### src/rtl/decode_queue.sv
// decode_queue: DEPTH-entry FIFO between instruction fetch and dispatch.
// Each RV32I instruction is decoded as it is enqueued. The queue stores the
// decoded fields (op, rs1, rs2, rd, imm, pc, pd), not the raw instruction.
// Dispatch drains the head entry through a valid/ready handshake.
//
// Ports:
//   clk, rst_n        clock, asynchronous active-low reset
//   rdy               global enable; 0 freezes all state
//   flush             mispredict clear; empties the queue (needs rdy=1)
//   in_valid/in_ready fetch handshake; in_inst, in_pc, in_pd are the payload
//   out_valid/out_ready dispatch handshake; out_op/rs1/rs2/rd/imm/pc/pd
//                     carry the head entry (zeros with out_op=`NOP when empty)
//   count             occupancy, 0..DEPTH
//
// Optional feature: when DECODE_QUEUE_BYPASS_EN is defined, an instruction
// that arrives at an empty queue while dispatch is ready passes straight
// through combinationally and is never written into the queue.

`ifndef DECODE_QUEUE_OPS
`define DECODE_QUEUE_OPS
`define NOP   0
`define LUI   1
`define AUIPC 2
`define JAL   3
`define JALR  4
`define BEQ   5
`define BNE   6
`define BLT   7
`define BGE   8
`define BLTU  9
`define BGEU  10
`define LB    11
`define LH    12
`define LW    13
`define LBU   14
`define LHU   15
`define SB    16
`define SH    17
`define SW    18
`define ADDI  19
`define SLTI  20
`define SLTIU 21
`define XORI  22
`define ORI   23
`define ANDI  24
`define SLLI  25
`define SRLI  26
`define SRAI  27
`define ADD   28
`define SUB   29
`define SLL   30
`define SLT   31
`define SLTU  32
`define XOR   33
`define SRL   34
`define SRA   35
`define OR    36
`define AND   37
`endif

module decode_queue #(
  parameter int DEPTH  = 8,
  parameter int ADDR_W = 32,
  parameter int OP_W   = 6,
  parameter int NAME_W = 5,
  parameter int IMM_W  = 32
) (
  input  logic                       clk,
  input  logic                       rst_n,
  input  logic                       rdy,
  input  logic                       flush,
  input  logic                       in_valid,
  input  logic [31:0]                in_inst,
  input  logic [ADDR_W-1:0]          in_pc,
  input  logic                       in_pd,
  output logic                       in_ready,
  output logic                       out_valid,
  input  logic                       out_ready,
  output logic [OP_W-1:0]            out_op,
  output logic [NAME_W-1:0]          out_rs1,
  output logic [NAME_W-1:0]          out_rs2,
  output logic [NAME_W-1:0]          out_rd,
  output logic [IMM_W-1:0]           out_imm,
  output logic [ADDR_W-1:0]          out_pc,
  output logic                       out_pd,
  output logic [$clog2(DEPTH):0]     count
);

  localparam int PTR_W = $clog2(DEPTH);
  localparam int CNT_W = PTR_W + 1;

  typedef struct packed {
    logic [OP_W-1:0]   op;
    logic [NAME_W-1:0] rs1;
    logic [NAME_W-1:0] rs2;
    logic [NAME_W-1:0] rd;
    logic [IMM_W-1:0]  imm;
    logic [ADDR_W-1:0] pc;
    logic              pd;
  } entry_t;

  entry_t             dec;
  entry_t             head;
  entry_t             mem [DEPTH];
  logic [PTR_W-1:0]   wr_ptr, rd_ptr;
  logic [CNT_W-1:0]   cnt;
  logic               q_valid, push, pop, wr_en, bypass;

  // ---------------- decode ----------------
  logic [6:0]  opc;
  logic [2:0]  f3;
  logic [3:0]  fn;
  logic [31:0] imm_i, imm_s, imm_b, imm_u, imm_j, imm_sh, imm_sel;
  logic [OP_W-1:0] op_sel;
  logic        bad, no_rs1, no_rs2, no_rd;

  assign opc    = in_inst[6:0];
  assign f3     = in_inst[14:12];
  assign fn     = {in_inst[30], in_inst[14:12]};
  assign imm_i  = {{20{in_inst[31]}}, in_inst[31:20]};
  assign imm_s  = {{20{in_inst[31]}}, in_inst[31:25], in_inst[11:7]};
  assign imm_b  = {{19{in_inst[31]}}, in_inst[31], in_inst[7], in_inst[30:25],
                   in_inst[11:8], 1'b0};
  assign imm_u  = {in_inst[31:12], 12'b0};
  assign imm_j  = {{11{in_inst[31]}}, in_inst[31], in_inst[19:12], in_inst[20],
                   in_inst[30:21], 1'b0};
  assign imm_sh = {27'b0, in_inst[24:20]};

  always_comb begin
    op_sel  = OP_W'(`NOP);
    imm_sel = 32'b0;
    bad     = 1'b0;
    no_rs1  = 1'b0;
    no_rs2  = 1'b0;
    no_rd   = 1'b0;
    case (opc)
      7'b0110111: begin op_sel = OP_W'(`LUI);   imm_sel = imm_u; no_rs1 = 1'b1; no_rs2 = 1'b1; end
      7'b0010111: begin op_sel = OP_W'(`AUIPC); imm_sel = imm_u; no_rs1 = 1'b1; no_rs2 = 1'b1; end
      7'b1101111: begin op_sel = OP_W'(`JAL);   imm_sel = imm_j; no_rs1 = 1'b1; no_rs2 = 1'b1; end
      7'b1100111: begin
        imm_sel = imm_i; no_rs2 = 1'b1;
        if (f3 == 3'b000) op_sel = OP_W'(`JALR);
        else              bad    = 1'b1;
      end
      7'b1100011: begin
        imm_sel = imm_b; no_rd = 1'b1;
        case (f3)
          3'b000:  op_sel = OP_W'(`BEQ);
          3'b001:  op_sel = OP_W'(`BNE);
          3'b100:  op_sel = OP_W'(`BLT);
          3'b101:  op_sel = OP_W'(`BGE);
          3'b110:  op_sel = OP_W'(`BLTU);
          3'b111:  op_sel = OP_W'(`BGEU);
          default: bad    = 1'b1;
        endcase
      end
      7'b0000011: begin
        imm_sel = imm_i; no_rs2 = 1'b1;
        case (f3)
          3'b000:  op_sel = OP_W'(`LB);
          3'b001:  op_sel = OP_W'(`LH);
          3'b010:  op_sel = OP_W'(`LW);
          3'b100:  op_sel = OP_W'(`LBU);
          3'b101:  op_sel = OP_W'(`LHU);
          default: bad    = 1'b1;
        endcase
      end
      7'b0100011: begin
        imm_sel = imm_s; no_rd = 1'b1;
        case (f3)
          3'b000:  op_sel = OP_W'(`SB);
          3'b001:  op_sel = OP_W'(`SH);
          3'b010:  op_sel = OP_W'(`SW);
          default: bad    = 1'b1;
        endcase
      end
      7'b0010011: begin
        // inst[30] is only meaningful for the shifts; for the other OP-IMM
        // ops it is just an immediate bit.
        imm_sel = imm_i; no_rs2 = 1'b1;
        case (f3)
          3'b000: op_sel = OP_W'(`ADDI);
          3'b010: op_sel = OP_W'(`SLTI);
          3'b011: op_sel = OP_W'(`SLTIU);
          3'b100: op_sel = OP_W'(`XORI);
          3'b110: op_sel = OP_W'(`ORI);
          3'b111: op_sel = OP_W'(`ANDI);
          3'b001: begin
            imm_sel = imm_sh;
            if (!in_inst[30]) op_sel = OP_W'(`SLLI);
            else              bad    = 1'b1;
          end
          default: begin
            imm_sel = imm_sh;
            op_sel  = in_inst[30] ? OP_W'(`SRAI) : OP_W'(`SRLI);
          end
        endcase
      end
      7'b0110011: begin
        case (fn)
          4'b0000: op_sel = OP_W'(`ADD);
          4'b1000: op_sel = OP_W'(`SUB);
          4'b0001: op_sel = OP_W'(`SLL);
          4'b0010: op_sel = OP_W'(`SLT);
          4'b0011: op_sel = OP_W'(`SLTU);
          4'b0100: op_sel = OP_W'(`XOR);
          4'b0101: op_sel = OP_W'(`SRL);
          4'b1101: op_sel = OP_W'(`SRA);
          4'b0110: op_sel = OP_W'(`OR);
          4'b0111: op_sel = OP_W'(`AND);
          default: bad    = 1'b1;
        endcase
      end
      default: bad = 1'b1;
    endcase
  end

  always_comb begin
    dec     = '0;
    dec.pc  = in_pc;
    dec.pd  = in_pd;
    if (!bad) begin
      dec.op  = op_sel;
      dec.imm = IMM_W'(imm_sel);
      dec.rs1 = no_rs1 ? '0 : NAME_W'(in_inst[19:15]);
      dec.rs2 = no_rs2 ? '0 : NAME_W'(in_inst[24:20]);
      dec.rd  = no_rd  ? '0 : NAME_W'(in_inst[11:7]);
    end else begin
      dec.op  = OP_W'(`NOP);
    end
  end

  // ---------------- queue control ----------------
  assign q_valid  = (cnt != '0);
  assign in_ready = (cnt < CNT_W'(DEPTH));
  assign push     = in_valid & in_ready & rdy & ~flush;
  assign pop      = q_valid & out_ready & rdy & ~flush;

`ifdef DECODE_QUEUE_BYPASS_EN
  // Empty queue and a ready consumer: hand the decoded word straight through.
  assign bypass = ~q_valid & push & out_ready;
`else
  assign bypass = 1'b0;
`endif

  assign wr_en     = push & ~bypass;
  assign out_valid = q_valid | bypass;

  always_comb begin
    head    = '0;
    head.op = OP_W'(`NOP);
    if (q_valid)     head = mem[rd_ptr];
    else if (bypass) head = dec;
  end

  assign out_op  = head.op;
  assign out_rs1 = head.rs1;
  assign out_rs2 = head.rs2;
  assign out_rd  = head.rd;
  assign out_imm = head.imm;
  assign out_pc  = head.pc;
  assign out_pd  = head.pd;
  assign count   = cnt;

  always_ff @(posedge clk or negedge rst_n) begin
    if (!rst_n) begin
      wr_ptr <= '0;
      rd_ptr <= '0;
      cnt    <= '0;
    end else if (rdy) begin
      if (flush) begin
        wr_ptr <= '0;
        rd_ptr <= '0;
        cnt    <= '0;
      end else begin
        if (wr_en) wr_ptr <= wr_ptr + 1'b1;
        if (pop)   rd_ptr <= rd_ptr + 1'b1;
        case ({wr_en, pop})
          2'b10:   cnt <= cnt + 1'b1;
          2'b01:   cnt <= cnt - 1'b1;
          default: cnt <= cnt;
        endcase
      end
    end
  end

  // Payload storage needs no reset: entries are only visible while counted.
  always_ff @(posedge clk) begin
    if (wr_en) mem[wr_ptr] <= dec;
  end

endmodule

### config.mk
export PLATFORM = sky130hd
export DESIGN_NAME = decode_queue
export DESIGN_NICKNAME = d
export VERILOG_FILES = /design/src/rtl/decode_queue.sv
export SDC_FILE = /design/constraint.sdc
export NUM_CORES = 1
export LEC_CHECK = 0
export CORE_MARGIN = 4
export CORE_UTILIZATION = 25
export CTS_BUF_LIST = sky130_fd_sc_hd__clkbuf_8
export DETAILED_ROUTE_END_ITERATION = 8
export PLACE_DENSITY_LB_ADDON = 0.25
export SYNTH_ARGS = -nofsm -noshare
export SYNTH_HDL_FRONTEND = slang
export SYNTH_SLANG_ARGS = --single-unit
### constraint.sdc
create_clock -name clk -period 20.5 [get_ports clk]
set_input_delay 4.1 -clock clk [delete_from_list [all_inputs] [get_ports clk]]
set_output_delay 4.1 -clock clk [all_outputs]
set_load 0.1 [all_outputs]
==> flow_metrics.py <==
metrics = {
    "sta": {
        "timing.setup.tns_ns": 0,
        "maxSlewViolCount": 0,
        "timing.hold.ws_ns": 0.608,
        "worst_slew_pin_slew_ns": 1.16,
        "finalCriticalPeriod_ns": 8.87,
        "rsz0062_at_grt": "false",
        "skew_ns": 0.0231,
        "hold_viol": 0,
        "fmax_ghz": 0.113,
        "max_slew_margin_pct": 22.3,
        "fin_crit_sh_pct": 43.3,
        "finalSetupViolations": 0,
        "setup_ws_ns": 11.63,
    },
    "yosys": {
        "syn_inst": 1388,
        "ys_ff_latch": 698,
        "ys_seq_area_share_pct": 75.0,
        "ys_dominant_reg_cell": "edfxtp_1",
        "synthArstFlopShare_pct": 1.43,
        "syn_area_um2": 27900,
        "synth_top_area_share_pct": 74.1,
        "synth_edf_count": 688,
        "synth_common_cells": "edfxtp_1 (688), mux4_2 (172), nor2_1 (112)",
        "yosysWarnings": 0,
        "synth_nets": 1464,
        "avgSynthCellArea_um2": 20.1,
        "synth_cell_types": 59,
        "yosys.cell_count.top_type": "edfxtp_1",
        "synth_area_leaders": "edfxtp_1 (74%), mux4_2 (14%), mux2i_1 (3.2%)",
        "synth_top_area_cell": "edfxtp_1",
    },
    "pwr": {
        "finalPower_mw": 4.50,
        "internal-power_mw": 2.67,
        "power_frac_seq_pct": 36.5,
        "p_sw_mw": 1.83,
        "p_clk_share_pct": 26.1,
        "power_frac_comb_pct": 37.4,
        "ir_worst_vdd_mv": 0.153,
        "power_density_nw_per_um2": 134,
        "leakagePower_nw": 10.0,
        "netSwitchingFraction_pct": 40.7,
    },
    "critical_path": {
        "cp_common_cell": "buf_4",
        "crit_fanout": 35,
        "path_cells": "buf_4, buf_4, mux4_2, mux2i_1, nor2_1, clkdlybuf4s50_1",
        "crit_type": "flop to output port",
        "critPathMaxStageDelay_ns": 1.01,
        "crit_slowest_cell": "clkdlybuf4s50_1",
        "required_ns": 16.40,
        "critPathLaunchType": "flop",
        "r2r_slack_ns": 16.80,
        "crit_buf_inv": 3,
        "cp_top_family": "buffers and inverters",
        "crit_path_end_kind": "output port",
        "cp.arrival_ns": 4.77,
    },
    "route": {
        "vias": 14300,
        "vias_per_cell": 4.47,
        "drtPass1Iterations": 5,
        "wl_per_cell_um": 23.0,
        "wl_mm": 73.7,
        "ant_nets": 0,
        "drt-initial-drc-count": 891,
        "route.detailed.drc": 0,
    },
    "cts": {
        "clock_latency_ns": 0.74,
        "clock-root-buffer": "clkbuf_8",
        "cts.sinks": 698,
        "clkTransAtPathRegs_ns": 0.06,
        "cts.path.max_buffers": 3,
        "numCtsBuffers": 118,
        "htree_levels": 3,
        "cts_hold_buf": 0,
        "cts_tree": "done",
        "cts_resized": 0,
        "cts_setup_buffers": 0,
    },
    "cells_and_area": {
        "fin_area_um2": 33500,
        "postLayoutCoreUtil_pct": 30.3,
        "flow.area_growth_from_synthesis_pct": 20.3,
        "layout.nets": 1694,
        "stdcell_count": 3206,
        "layout-drive-gt1-share_pct": 21.5,
    },
    "die": {
        "pin_count": 163,
        "die_area_um2": 117000,
        "core-area_um2": 111000,
        "rows": 122,
        "die_y_um": 342,
        "die_w_um": 342,
        "initial_core_util_pct": 25.2,
    },
    "global_routing": {
        "grt_usage_pct": 12.6,
        "grt_pass1_vias": 15600,
        "grt_max_degree": 67,
        "grt_pass1_wl_mm": 108,
        "antenna_found_initial": 10,
        "overflow": 0,
    },
    "flow_run": {
        "maxCapViolCount": 0,
    },
    "placement": {
        "post-place-ws_ns": 12.16,
        "port-buffer-count": 162,
        "postPlaceCellArea_um2": 31300,
        "dp_hpwl_mm": 43.7,
        "dp_cells": 2986,
        "gp_congestion": 0.743,
    },
    "run_status": {
        "outcome": "complete, no violations",
    },
    "hold_path": {
        "min-delay-path-class": "flop to flop",
    },
}
-- kinds of logic after synthesis --
logic type | after synthesis | share of synthesized area, %
buffers and inverters | 95 | 1.44
multiplexers | 261 | 17.1
XOR/XNOR | 3 | 0.121
adder cells (fa/ha/maj) | 6 | 0.287
flip-flops | 698 | 75.0
AND/OR/NAND/NOR | 228 | 3.85
AO/OA/AOI/OAI | 97 | 2.21
-- placed cells by master (no fill, tap or decap), types with 3 or more instances in the layout --
| cell | count |
|---|---|
| or3_1 | 3 |
| nand3_1 | 6 |
| a32o_1 | 3 |
| nor2b_1 | 6 |
| and3_1 | 20 |
| nor3_2 | 3 |
| dfrtp_4 | 3 |
| nor2_4 | 6 |
| mux4_2 | 172 |
| o21ai_0 | 13 |
| nor2_1 | 106 |
| nand2b_1 | 9 |
| nand2_1 | 40 |
| ha_1 | 4 |
| buf_4 | 31 |
| bufinv_16 | 6 |
| clkinv_2 | 12 |
| o31ai_1 | 4 |
| o2bb2ai_1 | 6 |
| nor3_1 | 12 |
| inv_1 | 46 |
| a211oi_1 | 4 |
| clkdlybuf4s50_1 | 162 |
| diode_2 | 8 |
| edfxtp_1 | 688 |
| a21oi_1 | 41 |
| dfrtp_1 | 7 |
| clkinv_1 | 33 |
| mux2i_1 | 89 |
| clkbuf_8 | 118 |
| a22oi_1 | 6 |
-- power groups by stage --
stage | clock [mW] | combinational (mW) | sequential [mW]
finish | 1.18 | 1.68 | 1.64
global route | 1.29 | 1.78 | 1.65
CTS | 1.23 | 1.73 | 1.65
detailed placement | 0 | 1.73 | 1.68
global placement | 0 | 1.73 | 1.67
floorplan | 0 | 1.29 | 1.67
-- worst reg2reg max path, cell delays in order, from the launching register on --
cell and delay, ns:
dfrtp_1 0.48, inv_1 0.15, nand2_1 0.17, or3_1 0.55, nor2_4 0.63, buf_4 0.49
buf_4 0.82
-- metal layers --
metal	GRT usage, %	part of all wire, %	routed length (µm)	vias up
met4	3.08	1.9	1380	8
met1	16.0	43	31400	7606
met3	3.47	5.9	4350	128
met2	21.4	50	36500	400
li1	-	-	-	6175
met5	0	0.080	59	-
-- layout make-up --
class / instances / area [µm²]
clock inverter: 94 / 589
inverter: 12 / 45.0
sequential: 698 / 20900
timing repair buffer: 193 / 1850
multi-input combinational: 595 / 6630
tap: 1488 / 1860
fill: 10800 / 77100
clock buffer: 118 / 1620
antenna: 8 / 20.0
-- path summary, 6_finish.rpt --
kind	from	endpoint	cells past startpoint
setup / recovery	rd_ptr[0]	out_imm[22]	6
hold / removal	wr_ptr[0]	wr_ptr[0]	1
setup reg to reg	count[3]	mem[4][30]	6
hold reg to reg	wr_ptr[0]	wr_ptr[0]	1
max in group asynchronous	rst_n	rd_ptr[1]	1
min in group asynchronous	rst_n	count[3]	1
-- sequential cells by signal (all words and copies together) (netlist names) --
signal  count
rd_ptr      3
mem       688
count       4
wr_ptr      3
Power figures use the tool's default switching activity.
